$ cat config.mk
export PLATFORM = sky130hd
export DESIGN_NAME = led_seq_ctrl
export DESIGN_NICKNAME = d
export VERILOG_FILES = /design/src/rtl/led_seq_pkg.sv /design/src/rtl/key_debounce.sv /design/src/rtl/led_seq_ctrl.sv
export SDC_FILE = /design/constraint.sdc
export NUM_CORES = 1
export LEC_CHECK = 0
export CORE_ASPECT_RATIO = 0.75
export CORE_MARGIN = 3
export CORE_UTILIZATION = 30
export DETAILED_ROUTE_END_ITERATION = 6
export DONT_BUFFER_PORTS = 1
export PLACE_DENSITY = 0.51
export SKIP_LAST_GASP = 1
export SLEW_MARGIN = 5
export SYNTH_ARGS = -nofsm -noshare
export SYNTH_HDL_FRONTEND = slang
export SYNTH_SLANG_ARGS = --single-unit
$ cat constraint.sdc
create_clock -name clk -period 3.1 [get_ports clk]
set_input_delay 0.31 -clock clk [delete_from_list [all_inputs] [get_ports clk]]
set_output_delay 0.31 -clock clk [all_outputs]
set_load 0.03 [all_outputs]
$ cat src/rtl/led_seq_pkg.sv
// Shared types, sizes and pattern helpers for the LED sequencer.
package led_seq_pkg;

    typedef enum logic [1:0] {
        MODE_CYCLE  = 2'd0,
        MODE_BOUNCE = 2'd1,
        MODE_FILL   = 2'd2,
        MODE_HOLD   = 2'd3
    } mode_t;

    localparam int LED_COUNT = 8;
    localparam int POS_W     = 3;
    localparam int SPEED_W   = 2;

    // Single lit LED at the given position.
    function automatic logic [LED_COUNT-1:0] pos_onehot(input logic [POS_W-1:0] pos);
        pos_onehot = {{(LED_COUNT-1){1'b0}}, 1'b1} << pos;
    endfunction

    // Thermometer from bit 0 up to and including the given position.
    function automatic logic [LED_COUNT-1:0] pos_thermo(input logic [POS_W-1:0] pos);
        logic [LED_COUNT-1:0] t;
        for (int i = 0; i < LED_COUNT; i++) begin
            t[i] = (i <= int'(pos));
        end
        pos_thermo = t;
    endfunction

endpackage

$ cat src/rtl/key_debounce.sv
// Pushbutton conditioner: 2-flop synchroniser, stability counter and a
// one-cycle press pulse on each accepted release->press transition.
module key_debounce
    import led_seq_pkg::*;
#(
    parameter int DEB_CYCLES = 1000000
) (
    input  logic clk,
    input  logic rst_n,
    input  logic key_n,
    output logic press
);

    localparam int CNT_W = $clog2(DEB_CYCLES);
    localparam logic [CNT_W-1:0] CNT_LAST = CNT_W'(DEB_CYCLES - 1);

    logic             sync1_r;
    logic             sync2_r;
    logic             level_r;
    logic [CNT_W-1:0] cnt_r;
    logic             press_r;

    // Synchronise the raw key, then accept a new level only after it has been
    // stable for DEB_CYCLES cycles; any bounce back to the old level restarts.
    always_ff @(posedge clk or negedge rst_n) begin
        if (!rst_n) begin
            sync1_r <= 1'b1;
            sync2_r <= 1'b1;
            level_r <= 1'b1;
            cnt_r   <= '0;
            press_r <= 1'b0;
        end else begin
            sync1_r <= key_n;
            sync2_r <= sync1_r;
            if (sync2_r != level_r) begin
                if (cnt_r == CNT_LAST) begin
                    level_r <= sync2_r;
                    cnt_r   <= '0;
                    press_r <= ~sync2_r;
                end else begin
                    cnt_r   <= cnt_r + CNT_W'(1);
                    press_r <= 1'b0;
                end
            end else begin
                cnt_r   <= '0;
                press_r <= 1'b0;
            end
        end
    end

    assign press = press_r;

endmodule

$ cat src/rtl/led_seq_ctrl.sv
// 8-LED sequencer: mode/speed keys, direction and pause switches, step
// prescaler and pattern FSM. Optional macro LED_TRAIL_EN adds a 25%-duty
// trail on the previously lit LED in CYCLE and BOUNCE modes.
module led_seq_ctrl
    import led_seq_pkg::*;
#(
    parameter int TICK_BITS  = 23,
    parameter int DEB_CYCLES = 1000000
) (
    input  logic                 clk,
    input  logic                 rst_n,
    input  logic                 key_mode_n,
    input  logic                 key_speed_n,
    input  logic                 sw_dir,
    input  logic                 sw_pause,
    output logic [LED_COUNT-1:0] led,
    output logic [1:0]           mode,
    output logic [SPEED_W-1:0]   speed
);

    logic                 mode_press_s;
    logic                 speed_press_s;
    logic                 dir_sync1_r, dir_sync2_r;
    logic                 pause_sync1_r, pause_sync2_r;
    logic [TICK_BITS-1:0] presc_r;
    logic [TICK_BITS-1:0] presc_last_s;
    logic                 tick_s;
    logic                 step_s;
    logic [SPEED_W-1:0]   speed_r;
    mode_t                mode_r, mode_nxt_s;
    logic [POS_W-1:0]     pos_r, pos_nxt_s;
    logic                 bdir_up_r, bdir_up_nxt_s;
    logic [LED_COUNT-1:0] led_r, led_nxt_s;

    key_debounce #(.DEB_CYCLES(DEB_CYCLES)) u_key_mode (
        .clk   (clk),
        .rst_n (rst_n),
        .key_n (key_mode_n),
        .press (mode_press_s)
    );

    key_debounce #(.DEB_CYCLES(DEB_CYCLES)) u_key_speed (
        .clk   (clk),
        .rst_n (rst_n),
        .key_n (key_speed_n),
        .press (speed_press_s)
    );

    // Two-flop synchronisers for the slide switches (no debounce needed).
    always_ff @(posedge clk or negedge rst_n) begin
        if (!rst_n) begin
            dir_sync1_r   <= 1'b0;
            dir_sync2_r   <= 1'b0;
            pause_sync1_r <= 1'b0;
            pause_sync2_r <= 1'b0;
        end else begin
            dir_sync1_r   <= sw_dir;
            dir_sync2_r   <= dir_sync1_r;
            pause_sync1_r <= sw_pause;
            pause_sync2_r <= pause_sync1_r;
        end
    end

    // Period at speed s is 2^(TICK_BITS-s) cycles, so the terminal count is
    // the all-ones value shifted right by s. Pause does not gate the tick.
    assign presc_last_s = {TICK_BITS{1'b1}} >> speed_r;
    assign tick_s       = (presc_r == presc_last_s);
    assign step_s       = tick_s & ~pause_sync2_r & (mode_r != MODE_HOLD) & ~mode_press_s;

    // Prescaler restarts on its own tick and on any key press so a new
    // speed or mode always begins with a full period.
    always_ff @(posedge clk or negedge rst_n) begin
        if (!rst_n) begin
            presc_r <= '0;
        end else if (mode_press_s || speed_press_s || tick_s) begin
            presc_r <= '0;
        end else begin
            presc_r <= presc_r + TICK_BITS'(1);
        end
    end

    // Speed index advances on each speed press, wrapping 3 -> 0.
    always_ff @(posedge clk or negedge rst_n) begin
        if (!rst_n) begin
            speed_r <= '0;
        end else if (speed_press_s) begin
            speed_r <= speed_r + SPEED_W'(1);
        end else begin
            speed_r <= speed_r;
        end
    end

    // Next mode/position/bounce direction; a mode press overrides a step.
    always_comb begin
        mode_nxt_s    = mode_r;
        pos_nxt_s     = pos_r;
        bdir_up_nxt_s = bdir_up_r;
        if (mode_press_s) begin
            case (mode_r)
                MODE_CYCLE:  mode_nxt_s = MODE_BOUNCE;
                MODE_BOUNCE: mode_nxt_s = MODE_FILL;
                MODE_FILL:   mode_nxt_s = MODE_HOLD;
                default:     mode_nxt_s = MODE_CYCLE;
            endcase
            pos_nxt_s     = '0;
            bdir_up_nxt_s = 1'b1;
        end else if (step_s) begin
            case (mode_r)
                MODE_CYCLE: begin
                    if (dir_sync2_r) begin
                        pos_nxt_s = pos_r + POS_W'(1);
                    end else begin
                        pos_nxt_s = pos_r - POS_W'(1);
                    end
                end
                MODE_BOUNCE: begin
                    if (bdir_up_r) begin
                        if (pos_r == POS_W'(LED_COUNT - 1)) begin
                            bdir_up_nxt_s = 1'b0;
                            pos_nxt_s     = POS_W'(LED_COUNT - 2);
                        end else begin
                            pos_nxt_s = pos_r + POS_W'(1);
                        end
                    end else begin
                        if (pos_r == POS_W'(0)) begin
                            bdir_up_nxt_s = 1'b1;
                            pos_nxt_s     = POS_W'(1);
                        end else begin
                            pos_nxt_s = pos_r - POS_W'(1);
                        end
                    end
                end
                MODE_FILL: pos_nxt_s = pos_r + POS_W'(1);
                default:   pos_nxt_s = pos_r;
            endcase
        end else begin
            pos_nxt_s = pos_r;
        end
    end

`ifdef LED_TRAIL_EN
    logic [POS_W-1:0] prev_pos_r, prev_pos_nxt_s;

    // Trail source: last position before each step; equal to pos after a
    // mode press so the trail starts dark.
    always_comb begin
        if (mode_press_s) begin
            prev_pos_nxt_s = '0;
        end else if (step_s) begin
            prev_pos_nxt_s = pos_r;
        end else begin
            prev_pos_nxt_s = prev_pos_r;
        end
    end

    // Register the trail position.
    always_ff @(posedge clk or negedge rst_n) begin
        if (!rst_n) begin
            prev_pos_r <= '0;
        end else begin
            prev_pos_r <= prev_pos_nxt_s;
        end
    end
`endif

    // LED pattern for the next state; HOLD keeps whatever is showing.
    always_comb begin
        led_nxt_s = led_r;
        case (mode_nxt_s)
            MODE_CYCLE, MODE_BOUNCE: begin
`ifdef LED_TRAIL_EN
                if (presc_r[1:0] == 2'b00) begin
                    led_nxt_s = pos_onehot(pos_nxt_s) | pos_onehot(prev_pos_nxt_s);
                end else begin
                    led_nxt_s = pos_onehot(pos_nxt_s);
                end
`else
                led_nxt_s = pos_onehot(pos_nxt_s);
`endif
            end
            MODE_FILL: led_nxt_s = pos_thermo(pos_nxt_s);
            default:   led_nxt_s = led_r;
        endcase
    end

    // State and output registers.
    always_ff @(posedge clk or negedge rst_n) begin
        if (!rst_n) begin
            mode_r    <= MODE_CYCLE;
            pos_r     <= '0;
            bdir_up_r <= 1'b1;
            led_r     <= {{(LED_COUNT-1){1'b0}}, 1'b1};
        end else begin
            mode_r    <= mode_nxt_s;
            pos_r     <= pos_nxt_s;
            bdir_up_r <= bdir_up_nxt_s;
            led_r     <= led_nxt_s;
        end
    end

    assign led   = led_r;
    assign mode  = mode_r;
    assign speed = speed_r;

endmodule

# After elaboration in Yosys (flattened, before gate mapping)

Cells that the tools add are included.
Widths: inputs -> output; s select.

Word-level logic and storage cells: 90
Register bits after elaboration: 91
Output and inout bits: 12
Input bits: 6

Reductions and logical operators: 12
Muxes and demuxes: 25
Bitwise logic cells: 7
Order comparisons: 7
Add/subtract/negate cells: 6
Shift-type cells: 2
Equality and inequality tests: 11

Operators by type and width:

| operator              | number |
|---|---|
| $mux 20               | 4 |
| $add 20x1->20 const B | 2 |
| $eq 20x20->1 const B  | 2 |
| $add 23x1->23 const B | 1 |
| $eq 23x23->1          | 1 |
| $mux 23               | 1 |
| $shr 23x2->23 const A | 1 |
| $mux 3                | 6 |
| $pmux 8 s2            | 1 |
| $le 3x3->1 const A    | 4 |
| $mux 1                | 10 |
| $pmux 3 s3            | 1 |
| $shl 1x3->8 const A   | 1 |
| $le 2x3->1 const A    | 2 |
| $pmux 2 s3            | 1 |
| $reduce_and 2->1      | 3 |
| $reduce_bool 2->1     | 3 |
| $eq 2x1->1 const B    | 2 |
| $eq 2x2->1 const B    | 2 |
| $logic_not 2->1       | 2 |
| $not 1->1             | 4 |
| $add 3x1->3 const B   | 1 |
| $and 1x1->1           | 3 |
| $eq 3x3->1 const B    | 1 |
| 9 further kinds       | 11 |

# Depth between registers and ports, before layout

Gate-level depths: netlist of run 1.

Depth in word-level cells: 9
Depth in mapped cells: 11
Gate-level depth less buffers: 11

# By module

From an unflattened synthesis of run 1, not the netlist that was laid out.

Cell total of the unflattened synthesis: 440
Area total of the unflattened synthesis: 4,649.5 um2

Modules (own cells, without submodules):

| module       | times used | area each (um2) | cells an instance | sequential area each (um2) |
|---|---|---|---|---|
| key_debounce | 2          | 1,188.6         | 107               | 604.3 |
| led_seq_ctrl | 1          | 2,272.2         | 226               | 1,078.5 |

# Least setup slack after synthesis of run 1

No wires, ideal clock.

Path type: reg2reg
Start point: register speed_r[1], in the netlist speed[1]
End point: register led_r[1], in the netlist led[1]
Path slack: 721 ps
Path buffers: 0
Cell stages (with the launch flop): 10
Required time: 2,969 ps
Period minus slack after synthesis: 2,379 ps
Data arrival time: 2,249 ps
Setup time: 131 ps
Cell sequence: dfrtp_1 -> inv_1 -> ha_1 -> xnor2_1 -> nand3_1 -> nor3_1 -> mux2i_1 -> inv_1 -> nor3_2 -> a211oi_1

Word-level cells in the longest chain between the ends: 9
Elaborated cells on any way between the ends: 10
Classes of those cells: 1 x order compare; 1 x eq/ne; 2 x shift; 3 x mux; 3 x bitwise

Ends and longest elaborated chain:

| element                                          | RTL line                             | source |
|---|---|---|
| start, declared                                  | led_seq_ctrl.sv:29                   | `logic [SPEED_W-1:0] speed_r;` |
| start signal, assigned                           | led_seq_ctrl.sv:87                   | `speed_r <= speed_r + SPEED_W'(1);` |
| start signal, assigned                           | led_seq_ctrl.sv:89                   | `speed_r <= speed_r;` |
| $shr 23x2->23 *                                  | led_seq_ctrl.sv:66                   | `assign presc_last_s = {TICK_BITS{1'b1}} >> speed_r;` |
| $eq 23x23->1 *                                   | led_seq_ctrl.sv:67                   | `assign tick_s = (presc_r == presc_last_s);` |
| $and 1x1->1 * (3 in a row)                       | led_seq_ctrl.sv:68                   | `assign step_s = tick_s & ~pause_sync2_r & (mode_r != MODE_HOLD) & ~mode_press_s;` |
| $mux 3 *                                         | led_seq_ctrl.sv:107                  | `end else if (step_s) begin` |
| $mux 3 *                                         | led_seq_ctrl.sv:98                   | `if (mode_press_s) begin` |
| named net pos_nxt_s[2]                           | led_seq_ctrl.sv:31                   | `logic [POS_W-1:0] pos_r, pos_nxt_s;` |
| $le 1x3->1 / $shl 1x3->8 (equally long branches) | led_seq_pkg.sv:24, led_seq_pkg.sv:17 |  |
| $pmux 8 s2 *                                     | led_seq_ctrl.sv:169                  | `case (mode_nxt_s)` |
| end signal, assigned                             | led_seq_ctrl.sv:192                  | `led_r <= {{(LED_COUNT-1){1'b0}}, 1'b1};` |
| end signal, assigned                             | led_seq_ctrl.sv:197                  | `led_r <= led_nxt_s;` |
| end, declared                                    | led_seq_ctrl.sv:33                   | `logic [LED_COUNT-1:0] led_r, led_nxt_s;` |

The timed path passes the listed nets; every way through them passes the cells marked *.
A chain may end at the register's enable or synchronous reset.

# Worst setup path in the final report of run 1

Start point: register mode_r[0], in the netlist mode[0]
End point: register led_r[1], in the netlist led[1]

Word-level cells in the longest chain between the ends: 7
Elaborated cells on any way between the ends: 19
Classes of those cells: 1 x order compare; 5 x eq/ne; 1 x shift; 6 x mux; 2 x bitwise; 4 x reduce/logical

Ends and longest elaborated chain:

| element                                          | RTL line                             | source |
|---|---|---|
| start, declared                                  | led_seq_ctrl.sv:30                   | `mode_t mode_r, mode_nxt_s;` |
| start signal, assigned                           | led_seq_ctrl.sv:194                  | `mode_r <= mode_nxt_s;` |
| $ne 2x2->1                                       | led_seq_ctrl.sv:68                   |  |
| $and 1x1->1 (2 in a row)                         | led_seq_ctrl.sv:68                   |  |
| $mux 3 *                                         | led_seq_ctrl.sv:107                  |  |
| $mux 3 *                                         | led_seq_ctrl.sv:98                   |  |
| named net pos_nxt_s[2]                           | led_seq_ctrl.sv:31                   |  |
| $le 1x3->1 / $shl 1x3->8 (equally long branches) | led_seq_pkg.sv:24, led_seq_pkg.sv:17 |  |
| $pmux 8 s2 *                                     | led_seq_ctrl.sv:169                  |  |

Marks and branches as above.

==> Flow_metrics.wiki, run 1 <==
{| class="wikitable"
! Metric !! Value
|-
| Outcome || complete, no violations
|-
| Number of warning messages in the yosys log || 0
|-
| Synth Net Count || 453
|-
| Total power after layout || 2.349 mW
|-
| Width of the chip || 146.5 um
|-
| Number of max-capacitance violations reported || 0
|-
| Relative max-transition margin || 0.3568
|-
| Maximum number of pins on one net before global-route repair || 92
|-
| Ratio of final minimum period to clock period || 0.8616
|-
| Total Negative Setup Slacks || 0 ps
|-
| Highest ir drop seen on vdd || 0.0002412 V
|-
| Data required time at the worst endpoint || 3310 ps
|-
| Ratio of cells with drive above 1 in the final layout || 0.09800
|-
| Number of nets in the finished design || 465
|-
| WS Path Type || reg -> reg
|-
| Area taken by flip-flops and latches || 2287 um^2
|-
| Timing-limited maximum frequency || 374.4 MHz
|-
| Ports placed on the boundary || 18
|-
| Clock Tree Root || sky130_fd_sc_hd__clkbuf_16
|-
| Commonest register cell after synthesis || sky130_fd_sc_hd__dfrtp_1
|-
| All-Layer GR Usage || 0.1105
|-
| Setup-failing EPs final || 0
|-
| Sequential fraction of the synthesis area || 0.5146
|-
| Die ar. || 16330 um^2
|-
| Total area of multi-input combinational cells || 2039 um^2
|-
| Floorplan Core Area || 14120 um^2
|-
| Synthesis-to-finish area growth || 13.26%
|-
| Commonest non-fill, non-tap cell in the layout || sky130_fd_sc_hd__dfrtp_1
|-
| Final critical delay including setup and external delays || 2671 ps
|-
| Unrepaired setup endpoints after global routing || false
|-
| Area of the mapped netlist || 4444 um^2
|-
| Worst Max-Slew Pin Slew || 956.1 ps
|-
| Cell leakage power || 2.193 nW
|-
| Sinks on Clock Net || 91
|-
| Setup skew after layout || 7.492 ps
|-
| Most used cells in the layout excluding fill and tap cells || sky130_fd_sc_hd__dfrtp_1 (83), sky130_fd_sc_hd__nor2_1 (81), sky130_fd_sc_hd__xor2_1 (40)
|-
| Violation count after the first detailed-route iteration || 188
|-
| Synthesized area per cell || 10.29 um^2
|-
| Count of endpoints failing hold in the final timing report || 0
|-
| GRT Residual Overflow || 0
|-
| Setup slack of the worst register-to-register path || 430 ps
|-
| Setup Fix Bufs, Post-CTS || 0
|-
| Number of distinct standard cells referenced by the synthesized netlist || 55
|-
| Antenna violations before repair || 0
|-
| Initial Util || 0.3148
|-
| Quantity of gates resized following cts || 0
|-
| Worst Setup End Kind || flip-flop
|-
| Port Buffers || 0
|-
| DR vias/cell || 4.648
|-
| Proportion of synthesized flip-flops having asynchronous set or reset || 1.000
|-
| Clock-pin slew reported for the worst setup and hold paths after clock tree synthesis || 60 ps
|-
| Class of the most critical hold timing path || reg -> reg
|-
| Post-synth EDFFs || 0
|-
| Detailed-placement wirelength estimate || 5635 um
|-
| Post-Synthesis Cells || 432
|-
| Power density over cell area || 466.8 nW/um^2
|-
| TritonCTS clock tree || yes
|-
| Worst hold slack || 348.9 ps
|-
| Wire length per cell || 13.05 um
|-
| Weighted congestion reported at the end of routability-driven placement || 0.8235
|-
| Slew Limit Fails || 0
|-
| Number of iterations in the first detailed-routing pass || 5
|-
| Chip Height || 111.4 um
|-
| Final routed DRC violation total || 0
|-
| Vias after detailed routing || 2993
|-
| Number of buffers added by the clock tree synthesis step || 9
|-
| Wirelength, routed || 8406 um
|-
| Startpoint type of the worst setup path || flip-flop
|-
| Clock H-tree levels || 3
|-
| Vias in the first global route || 2930
|-
| CTS hold repair buffers || 6
|-
| Post-route antenna net violation count || 0
|-
| Global-route wire length before repair || 14830 um
|-
| Clk Latency, worst-skew pair || 340 ps
|-
| Number of diodes added for antenna fixing || 0
|-
| Flip-flop and latch count after synthesis || 91
|-
| Placement row count || 37
|-
| Largest fanout on the critical path || 6
|-
| Non-filler instance count after layout || 644
|-
| Critical Path AT || 2880 ps
|-
| Maximum clock insertion buffer count || 2
|-
| Final core utilization || 0.3565
|-
| DP Cell Count || 622
|-
| Fillers || 1435
|}
cell usage after synthesis, types with 3 or more instances:
library cell	n	area share
sky130_fd_sc_hd__xor2_1	40	0.079
sky130_fd_sc_hd__ha_1	15	0.042
sky130_fd_sc_hd__dfstp_2	8	0.047
sky130_fd_sc_hd__and3_1	5	0.0070
sky130_fd_sc_hd__nor3b_1	3	0.0051
sky130_fd_sc_hd__o21ai_0	5	0.0056
sky130_fd_sc_hd__nand4_1	9	0.013
sky130_fd_sc_hd__mux2_2	3	0.0076
sky130_fd_sc_hd__and2_1	4	0.0056
sky130_fd_sc_hd__clkbuf_1	4	0.0034
sky130_fd_sc_hd__a21oi_1	6	0.0068
sky130_fd_sc_hd__nor2_1	81	0.068
sky130_fd_sc_hd__nor4_1	6	0.0084
sky130_fd_sc_hd__nor2b_1	4	0.0056
sky130_fd_sc_hd__nand3_1	30	0.034
sky130_fd_sc_hd__nor3_1	6	0.0068
sky130_fd_sc_hd__and4_1	5	0.0099
sky130_fd_sc_hd__nand2_1	30	0.025
sky130_fd_sc_hd__and3_2	3	0.0051
sky130_fd_sc_hd__dfrtp_1	83	0.47
sky130_fd_sc_hd__inv_1	18	0.015
sky130_fd_sc_hd__xnor2_1	23	0.045
cells by family (layout without fill, tap and decap cells):
family	count (synthesis)	count (layout)	synth area share
and+or+nand+nor	201	201	0.2269
muxes	6	6	0.01717
xor gates and xnor gates	63	63	0.1242
buffers and inverters	27	44	0.02646
AOI/OAI and AO/OA	29	29	0.04842
DFF	91	91	0.5146
adders and majority gates	15	15	0.04223
layer usage:
layer,track usage,part of all wire
met5,0,0
met4,0.02820,0.011
met3,0.03662,0.052
met2,0.1477,0.40
met1,0.1698,0.53
final timing paths:
kind,from,to,cells past startpoint
worst max-delay path,mode[0]$_DFF_PN0_,led[1]$_DFFE_PN0P_,9
worst min-delay path,pause_sync1_r$_DFF_PN0_,pause_sync2_r$_DFF_PN0_,0
worst max register to register,mode[0]$_DFF_PN0_,led[1]$_DFFE_PN0P_,9
worst min register to register,pause_sync1_r$_DFF_PN0_,pause_sync2_r$_DFF_PN0_,0
max in group asynchronous,rst_n,u_key_mode.sync2_r$_DFF_PN1_,2
min in group asynchronous,rst_n,presc_r[20]$_DFF_PN0_,2
worst max-delay path, cell delays in order (launching register included):
cell                       delay, ps
sky130_fd_sc_hd__dfrtp_1         580
sky130_fd_sc_hd__inv_1           120
sky130_fd_sc_hd__ha_1            270
sky130_fd_sc_hd__a21o_1          190
sky130_fd_sc_hd__a221oi_1        310
sky130_fd_sc_hd__a21oi_1         110
sky130_fd_sc_hd__mux2i_1         380
sky130_fd_sc_hd__inv_1           200
sky130_fd_sc_hd__nor3_2          280
sky130_fd_sc_hd__a211oi_1        110
layout make-up:
class	count	area share
well taps	195	0.04847
multi-input cells	314	0.4052
repair buffers	8	0.01839
flip-flops and latches	91	0.4544
clock inverters	6	0.01317
inverters	20	0.01491
clock buffers	10	0.04549
state kept, by name (all words and copies together) (netlist names), 2 cells and up:
register and cells:
led 8, pos_r 3, u_key_speed.cnt_r 20, mode 2, presc_r 23, u_key_mode.cnt_r 20
speed 2
power by group:
group	total [mW]	switching [mW]	leakage [nW]	internal [mW]
clock	1.08	0.456	0.135	0.625
sequential	1.21	0.0105	1.21	1.20
combinational	0.0570	0.0398	0.843	0.0172
total	2.35	0.506	2.19	1.84
stage by stage:
stage,instance area (um^2),setup WS [ps]
CTS,5034,438.7
floorplan,4444,720.5
finish,5034,429.0
global placement,4661,517.8
global route,5034,166.5
detailed placement,4661,451.5
Note: power is estimated with default switching activity, not from simulation.
==> inputs of run 2 (changes only) <==
--- a/config.mk
+++ b/config.mk
@@ -5,12 +5,14 @@
 export SDC_FILE = /design/constraint.sdc
 export NUM_CORES = 1
 export LEC_CHECK = 0
-export CORE_ASPECT_RATIO = 0.75
+export CELL_PAD_IN_SITES_DETAIL_PLACEMENT = 0
+export CELL_PAD_IN_SITES_GLOBAL_PLACEMENT = 1
+export CORE_ASPECT_RATIO = 1.75
 export CORE_MARGIN = 3
-export CORE_UTILIZATION = 30
+export CORE_UTILIZATION = 45
 export DETAILED_ROUTE_END_ITERATION = 6
 export DONT_BUFFER_PORTS = 1
-export PLACE_DENSITY = 0.51
+export PLACE_DENSITY = 0.79
 export SKIP_LAST_GASP = 1
 export SLEW_MARGIN = 5
 export SYNTH_ARGS = -nofsm -noshare
==> run 2 against run 1 <==
Compared with the run above:
- sequential share of layout area is 0.59 points higher
- sequential power is essentially flat
- clock power is 6% higher
- die area decreased by 32%
- critical path type unchanged
- critical endpoint unchanged
==> Flow_metrics.wiki, run 2 (synthesis results as in run 1) <==
{| class="wikitable"
! Metric !! Value
|-
| Outcome || complete, no violations
|-
| Chip Height || 137.5 um
|-
| WS Path Type || reg -> reg
|-
| Number of buffers added by the clock tree synthesis step || 9
|-
| Largest register FFs || 23
|-
| Initial Util || 0.4665
|-
| Maximum number of pins on one net before global-route repair || 92
|-
| Final worst setup slack || 281.1 ps
|-
| Die ar. || 11150 um^2
|-
| Total power after layout || 2.409 mW
|-
| Maximum clock insertion buffer count || 2
|-
| Clk Latency, worst-skew pair || 330 ps
|-
| Final critical delay including setup and external delays || 2819 ps
|-
| Placement row count || 47
|-
| Critical Path AT || 3030 ps
|-
| DR vias/cell || 5.287
|-
| Worst hold slack || 355.3 ps
|-
| Wire length per cell || 14.51 um
|-
| Number of diodes added for antenna fixing || 0
|-
| Timing-limited maximum frequency || 354.7 MHz
|-
| DP Cell Count || 550
|-
| Post-route antenna net violation count || 0
|-
| Relative max-transition margin || 0.4576
|-
| Weighted congestion reported at the end of routability-driven placement || 0.7901
|-
| Floorplan Core Area || 9527 um^2
|-
| Largest fanout on the critical path || 6
|-
| Non-filler instance count after layout || 572
|-
| Most used cells in the layout excluding fill and tap cells || sky130_fd_sc_hd__dfrtp_1 (83), sky130_fd_sc_hd__nor2_1 (81), sky130_fd_sc_hd__xor2_1 (40)
|-
| Cell leakage power || 2.215 nW
|-
| Total Negative Setup Slacks || 0 ps
|-
| Startpoint type of the worst setup path || flip-flop
|-
| Count of endpoints failing hold in the final timing report || 0
|-
| Synthesis-to-finish area growth || 11.80%
|-
| Number of nets in the finished design || 466
|-
| Sinks on Clock Net || 91
|-
| Final routed DRC violation total || 0
|-
| Data required time at the worst endpoint || 3310 ps
|-
| Most frequent CP cell || sky130_fd_sc_hd__inv_1
|-
| Delay of the slowest critical-path stage || 590 ps
|-
| Clock-pin slew reported for the worst setup and hold paths after clock tree synthesis || 60 ps
|-
| All-Layer GR Usage || 0.1671
|-
| Cells traversed along the worst timing path || inv_1, ha_1, xnor2_1, nand3_1, nor3_1, mux2i_1, inv_1, nor3_2, a211oi_1
|-
| Vias in the first global route || 3082
|-
| Critical-path top delay cell || sky130_fd_sc_hd__dfrtp_1
|-
| GRT Residual Overflow || 0
|-
| Registers with the highest flip-flop counts || presc_r x23, u_key_mode.cnt_r x20, u_key_speed.cnt_r x20
|-
| Setup skew after layout || 8.990 ps
|-
| Clock Tree Root || sky130_fd_sc_hd__clkbuf_16
|-
| Power density over cell area || 484.8 nW/um^2
|-
| Number of max-capacitance violations reported || 0
|-
| Ratio of final minimum period to clock period || 0.9093
|-
| Commonest non-fill, non-tap cell in the layout || sky130_fd_sc_hd__dfrtp_1
|-
| Wirelength, routed || 8299 um
|-
| Setup-failing EPs final || 0
|-
| Quantity of gates resized following cts || 0
|-
| Ports placed on the boundary || 18
|-
| Worst Max-Slew Pin Slew || 806.2 ps
|-
| Antenna violations before repair || 0
|-
| Port Buffers || 0
|-
| Reg with most FFs || presc_r
|-
| Ratio of cells with drive above 1 in the final layout || 0.09333
|-
| Category of cells accounting for the largest share of critical-path delay || simple AND/OR/NAND/NOR gates
|-
| Global-route wire length before repair || 14410 um
|-
| Highest ir drop seen on vdd || 0.0003439 V
|-
| Clock H-tree levels || 3
|-
| Unrepaired setup endpoints after global routing || false
|-
| Setup WS pre-CTS || 343.7 ps
|-
| Width of the chip || 81.13 um
|-
| Worst Setup End Kind || flip-flop
|-
| Vias after detailed routing || 3024
|-
| Buf/Inv on CP || 2
|-
| Slew Limit Fails || 0
|-
| Violation count after the first detailed-route iteration || 168
|-
| TritonCTS clock tree || yes
|-
| Number of iterations in the first detailed-routing pass || 4
|-
| Detailed-placement wirelength estimate || 5873 um
|-
| Class of the most critical hold timing path || reg -> reg
|}
[run 2: worst paths after layout]
| kind | startpoint | to | slack, ps | cells after the start |
|---|---|---|---|---|
| max | speed[0]$_DFFE_PN0P_ | led[1]$_DFFE_PN0P_ | 280 | 9 |
| min | u_key_mode.sync1_r$_DFF_PN1_ | u_key_mode.sync2_r$_DFF_PN1_ | 360 | 0 |
| max reg2reg | speed[0]$_DFFE_PN0P_ | led[1]$_DFFE_PN0P_ | 280 | 9 |
| min reg2reg | u_key_mode.sync1_r$_DFF_PN1_ | u_key_mode.sync2_r$_DFF_PN1_ | 360 | 0 |
| max in group asynchronous | rst_n | u_key_mode.sync2_r$_DFF_PN1_ | 2140 | 2 |
| min in group asynchronous | rst_n | led[3]$_DFFE_PN0P_ | 530 | 2 |
[run 2: stage by stage]
stage,utilization,cell area [um^2]
2_1_floorplan,-,4444
3_3_place_gp,0.4804,4577
3_5_place_dp,0.4804,4577
4_1_cts,0.5215,4969
5_1_grt,0.5215,4969
6_report,0.5215,4969
[run 2: final cells by class]
type / count / area [um^2]
Clock inverter: 2 / 60.06
Timing Repair Buffer: 9 / 100.1
Sequential cell: 91 / 2287
Tap cell: 122 / 152.6
Clock buffer: 14 / 254.0
Inverter: 20 / 75.07
Fill cell: 878 / 4558
Multi-Input combinational cell: 314 / 2039
[run 2: worst reg2reg max path: stages (launching register included)]
cell,delay (ps)
sky130_fd_sc_hd__dfrtp_1,590
sky130_fd_sc_hd__inv_1,90
sky130_fd_sc_hd__ha_1,210
sky130_fd_sc_hd__xnor2_1,150
sky130_fd_sc_hd__nand3_1,150
sky130_fd_sc_hd__nor3_1,410
sky130_fd_sc_hd__mux2i_1,480
sky130_fd_sc_hd__inv_1,220
sky130_fd_sc_hd__nor3_2,290
sky130_fd_sc_hd__a211oi_1,110
[run 2: report_power, final]
group | switching [mW] | leakage (nW) | internal (mW)
clock network | 0.411 | 0.151 | 0.730
logic | 0.0381 | 0.849 | 0.0172
registers | 0.0108 | 1.21 | 1.20
[run 2: what timing repair did]
item | 4_1_cts | 5_1_grt
buffers inserted | 0 | 0
endpoints found under the setup margin | 0 | 0
hold buffers | 6 | 0
hold endpoints to repair | 95 | 0
[run 2: per-layer routing]
metal / track usage / vias up / share of wire
met2: 0.2836 / 35 / 0.53
met3: 0.02749 / 7 / 0.023
li1: - / 1479 / -
met1: 0.2075 / 1503 / 0.43
met5: 0 / - / 0
met4: 0.07143 / 0 / 0.017
==> inputs of run 3 (changes only) <==
--- a/config.mk
+++ b/config.mk
@@ -13,6 +13,7 @@
 export DETAILED_ROUTE_END_ITERATION = 6
 export DONT_BUFFER_PORTS = 1
 export PLACE_DENSITY = 0.79
+export REMOVE_ABC_BUFFERS = 1
 export SKIP_LAST_GASP = 1
 export SLEW_MARGIN = 5
 export SYNTH_ARGS = -nofsm -noshare
==> run 3 against run 2 <==
Compared with the run above:
- clock-buffer cell count is 4 lower
- first-iteration DRC count down 27%
- global-route usage rose by 0.37 points
- critical path depth did not move
- register-to-register slack gained 30 ps
- sequential share of layout area decreased by 0.27 points
- core utilization up 0.30 points
- power up 5.7%
- sequential cell count unchanged
- combinational power grew 1%
- sequential power about the same
- critical path type unchanged
- largest cell class unchanged
==> Flow_metrics.wiki, run 3 (synthesis results as in run 1) <==
{| class="wikitable"
! Metric !! Value
|-
| Outcome || complete, no violations
|-
| Critical-path top delay cell || sky130_fd_sc_hd__dfrtp_1
|-
| Crit path depth || 9
|-
| Final routed DRC violation total || 0
|-
| Category of cells accounting for the largest share of critical-path delay || simple AND/OR/NAND/NOR gates
|-
| Violation count after the first detailed-route iteration || 122
|-
| Data required time at the worst endpoint || 3320 ps
|-
| GRT Residual Overflow || 0
|-
| Area taken by flip-flops and latches || 2287 um^2
|-
| Wirelength, routed || 8400 um
|-
| Placement row count || 47
|-
| Setup skew after layout || 7.748 ps
|-
| Detailed-placement wirelength estimate || 5825 um
|-
| Worst Setup End Kind || flip-flop
|-
| Reg with most FFs || presc_r
|-
| WS Path Type || reg -> reg
|-
| Port Buffers || 0
|-
| Clock-pin slew reported for the worst setup and hold paths after clock tree synthesis || 70 ps
|-
| Class of the most critical hold timing path || reg -> reg
|-
| Floorplan Core Area || 9527 um^2
|-
| Critical R2R Launch || speed[0]$_DFFE_PN0P_
|-
| Maximum number of pins on one net before global-route repair || 92
|-
| Wire length per cell || 14.71 um
|-
| Hold-critical path depth || 0
|-
| Vias in the first global route || 3163
|-
| Registers with the highest flip-flop counts || presc_r x23, u_key_mode.cnt_r x20, u_key_speed.cnt_r x20
|-
| Clock Tree Root || sky130_fd_sc_hd__clkbuf_16
|-
| Clock H-tree levels || 3
|-
| Commonest non-fill, non-tap cell in the layout || sky130_fd_sc_hd__dfrtp_1
|-
| All-Layer GR Usage || 0.1708
|-
| Worst reg-to-reg path cell count || 9
|-
| Synthesis-to-finish area growth || 12.44%
|-
| Maximum clock insertion buffer count || 2
|-
| Delay of the slowest critical-path stage || 570 ps
|-
| DR vias/cell || 5.306
|-
| Ports placed on the boundary || 18
|-
| Setup-failing EPs final || 0
|-
| Number of max-capacitance violations reported || 0
|-
| Most frequent CP cell || sky130_fd_sc_hd__inv_1
|-
| Total Negative Setup Slacks || 0 ps
|-
| Global-route wire length before repair || 14670 um
|-
| Number of buffers added by the clock tree synthesis step || 9
|-
| Worst hold slack || 355.9 ps
|-
| Antenna violations before repair || 0
|-
| Post-route antenna net violation count || 0
|-
| Power density over cell area || 509.6 nW/um^2
|-
| Clock Power Share || 0.502
|-
| Fraction of power consumed by sequential logic || 0.476
|-
| Switching power || 0.5171 mW
|-
| Highest ir drop seen on vdd || 0.0003041 V
|-
| Ratio of cells with drive above 1 in the final layout || 0.1002
|-
| Number of diodes added for antenna fixing || 0
|-
| Critical Path AT || 3010 ps
|-
| Power Internal || 2.030 mW
|-
| Fraction of power spent switching nets || 0.2030
|-
| Combinational Power Share || 0.022
|-
| Worst Max-Slew Pin Slew || 1040 ps
|-
| Fillers || 877
|-
| Buf/Inv on CP || 2
|-
| Chip Height || 137.5 um
|-
| Quantity of gates resized following cts || 0
|-
| Weighted congestion reported at the end of routability-driven placement || 0.7793
|-
| Hold path start || u_key_speed.sync1_r$_DFF_PN1_
|-
| Total area of multi-input combinational cells || 2039 um^2
|-
| Unrepaired setup endpoints after global routing || false
|-
| Vias after detailed routing || 3030
|-
| TritonCTS clock tree || yes
|-
| Timing-limited maximum frequency || 358.0 MHz
|-
| Most used cells in the layout excluding fill and tap cells || sky130_fd_sc_hd__dfrtp_1 (83), sky130_fd_sc_hd__nor2_1 (81), sky130_fd_sc_hd__xor2_1 (40)
|-
| Final critical delay including setup and external delays || 2793 ps
|-
| Sinks on Clock Net || 91
|-
| Startpoint type of the worst setup path || flip-flop
|-
| Cells traversed along the worst timing path || inv_1, ha_1, xnor2_1, nand3_1, nor3_1, mux2i_1, inv_1, nor3_2, a211oi_1
|-
| Clk Latency, worst-skew pair || 340 ps
|-
| Number of iterations in the first detailed-routing pass || 5
|-
| Slew Limit Fails || 0
|-
| Setup Fix Bufs, Post-CTS || 0
|-
| Largest register FFs || 23
|-
| Number of nets in the finished design || 465
|-
| CTS hold repair buffers || 6
|-
| Ratio of final minimum period to clock period || 0.9010
|-
| Launch point of the worst path || speed[0]$_DFFE_PN0P_
|-
| Width of the chip || 81.13 um
|-
| Cell leakage power || 2.227 nW
|-
| Count of endpoints failing hold in the final timing report || 0
|-
| Die ar. || 11150 um^2
|-
| Relative max-transition margin || 0.3005
|-
| Largest fanout on the critical path || 6
|-
| Initial Util || 0.4665
|}
## run 3: power groups by stage
stage / logic, mW / clock network, mW / registers [mW]
after CTS: 0.0588 / 1.30 / 1.21
after global placement: 0.0248 / 0 / 1.23
after floorplan: 0.0197 / 0 / 1.23
after detailed placement: 0.0251 / 0 / 1.23
after global routing: 0.0651 / 1.35 / 1.21
final: 0.0559 / 1.28 / 1.21
## run 3: area by class of cell
cell class,instances,area share
flip-flops and latches,91,0.4577
inverters,20,0.01502
clock buffers,10,0.04782
well taps,122,0.03055
clock inverters,6,0.02228
multi-input cells,314,0.4081
repair buffers,8,0.01853
## run 3: worst register-to-register path: cells and delay by family, from the launching register on
family	cells	cell delay [ps]
mux	1	420
xor+xnor	1	150
flops	1	570
fa+ha+maj	1	210
simple gates	3	910
compound gates	1	110
buf+inv	2	290
## run 3: worst paths after layout
check	to	slack (ps)
setup / recovery	led[1]$_DFFE_PN0P_	310
setup reg to reg	led[1]$_DFFE_PN0P_	310
max in group asynchronous	bdir_up_r$_DFFE_PN1P_	2160
hold / removal	u_key_speed.sync2_r$_DFF_PN1_	360
hold reg to reg	u_key_speed.sync2_r$_DFF_PN1_	360
min in group asynchronous	speed[0]$_DFFE_PN0P_	510
## run 3: metrics by stage
step                      worst slack (ps)  utilization  cell area (um^2)  std cells  power (mW)
after detailed placement             322.4       0.4796              4569        549       1.258
after global placement               431.0       0.4796              4569        549       1.258
after global routing                 67.04       0.5246              4997        571       2.628
after CTS                            313.8       0.5246              4997        571       2.573
final                                306.8       0.5246              4997        571       2.547
after floorplan                      720.5            -              4402        425       1.250
## run 3: per-layer routing
layer	track usage	vias up	wire, um
li1	-	1483	-
met1	0.1944	1510	3548
met2	0.3028	28	4473
met3	0.04385	9	232
met4	0.06203	0	146
met5	0	-	0
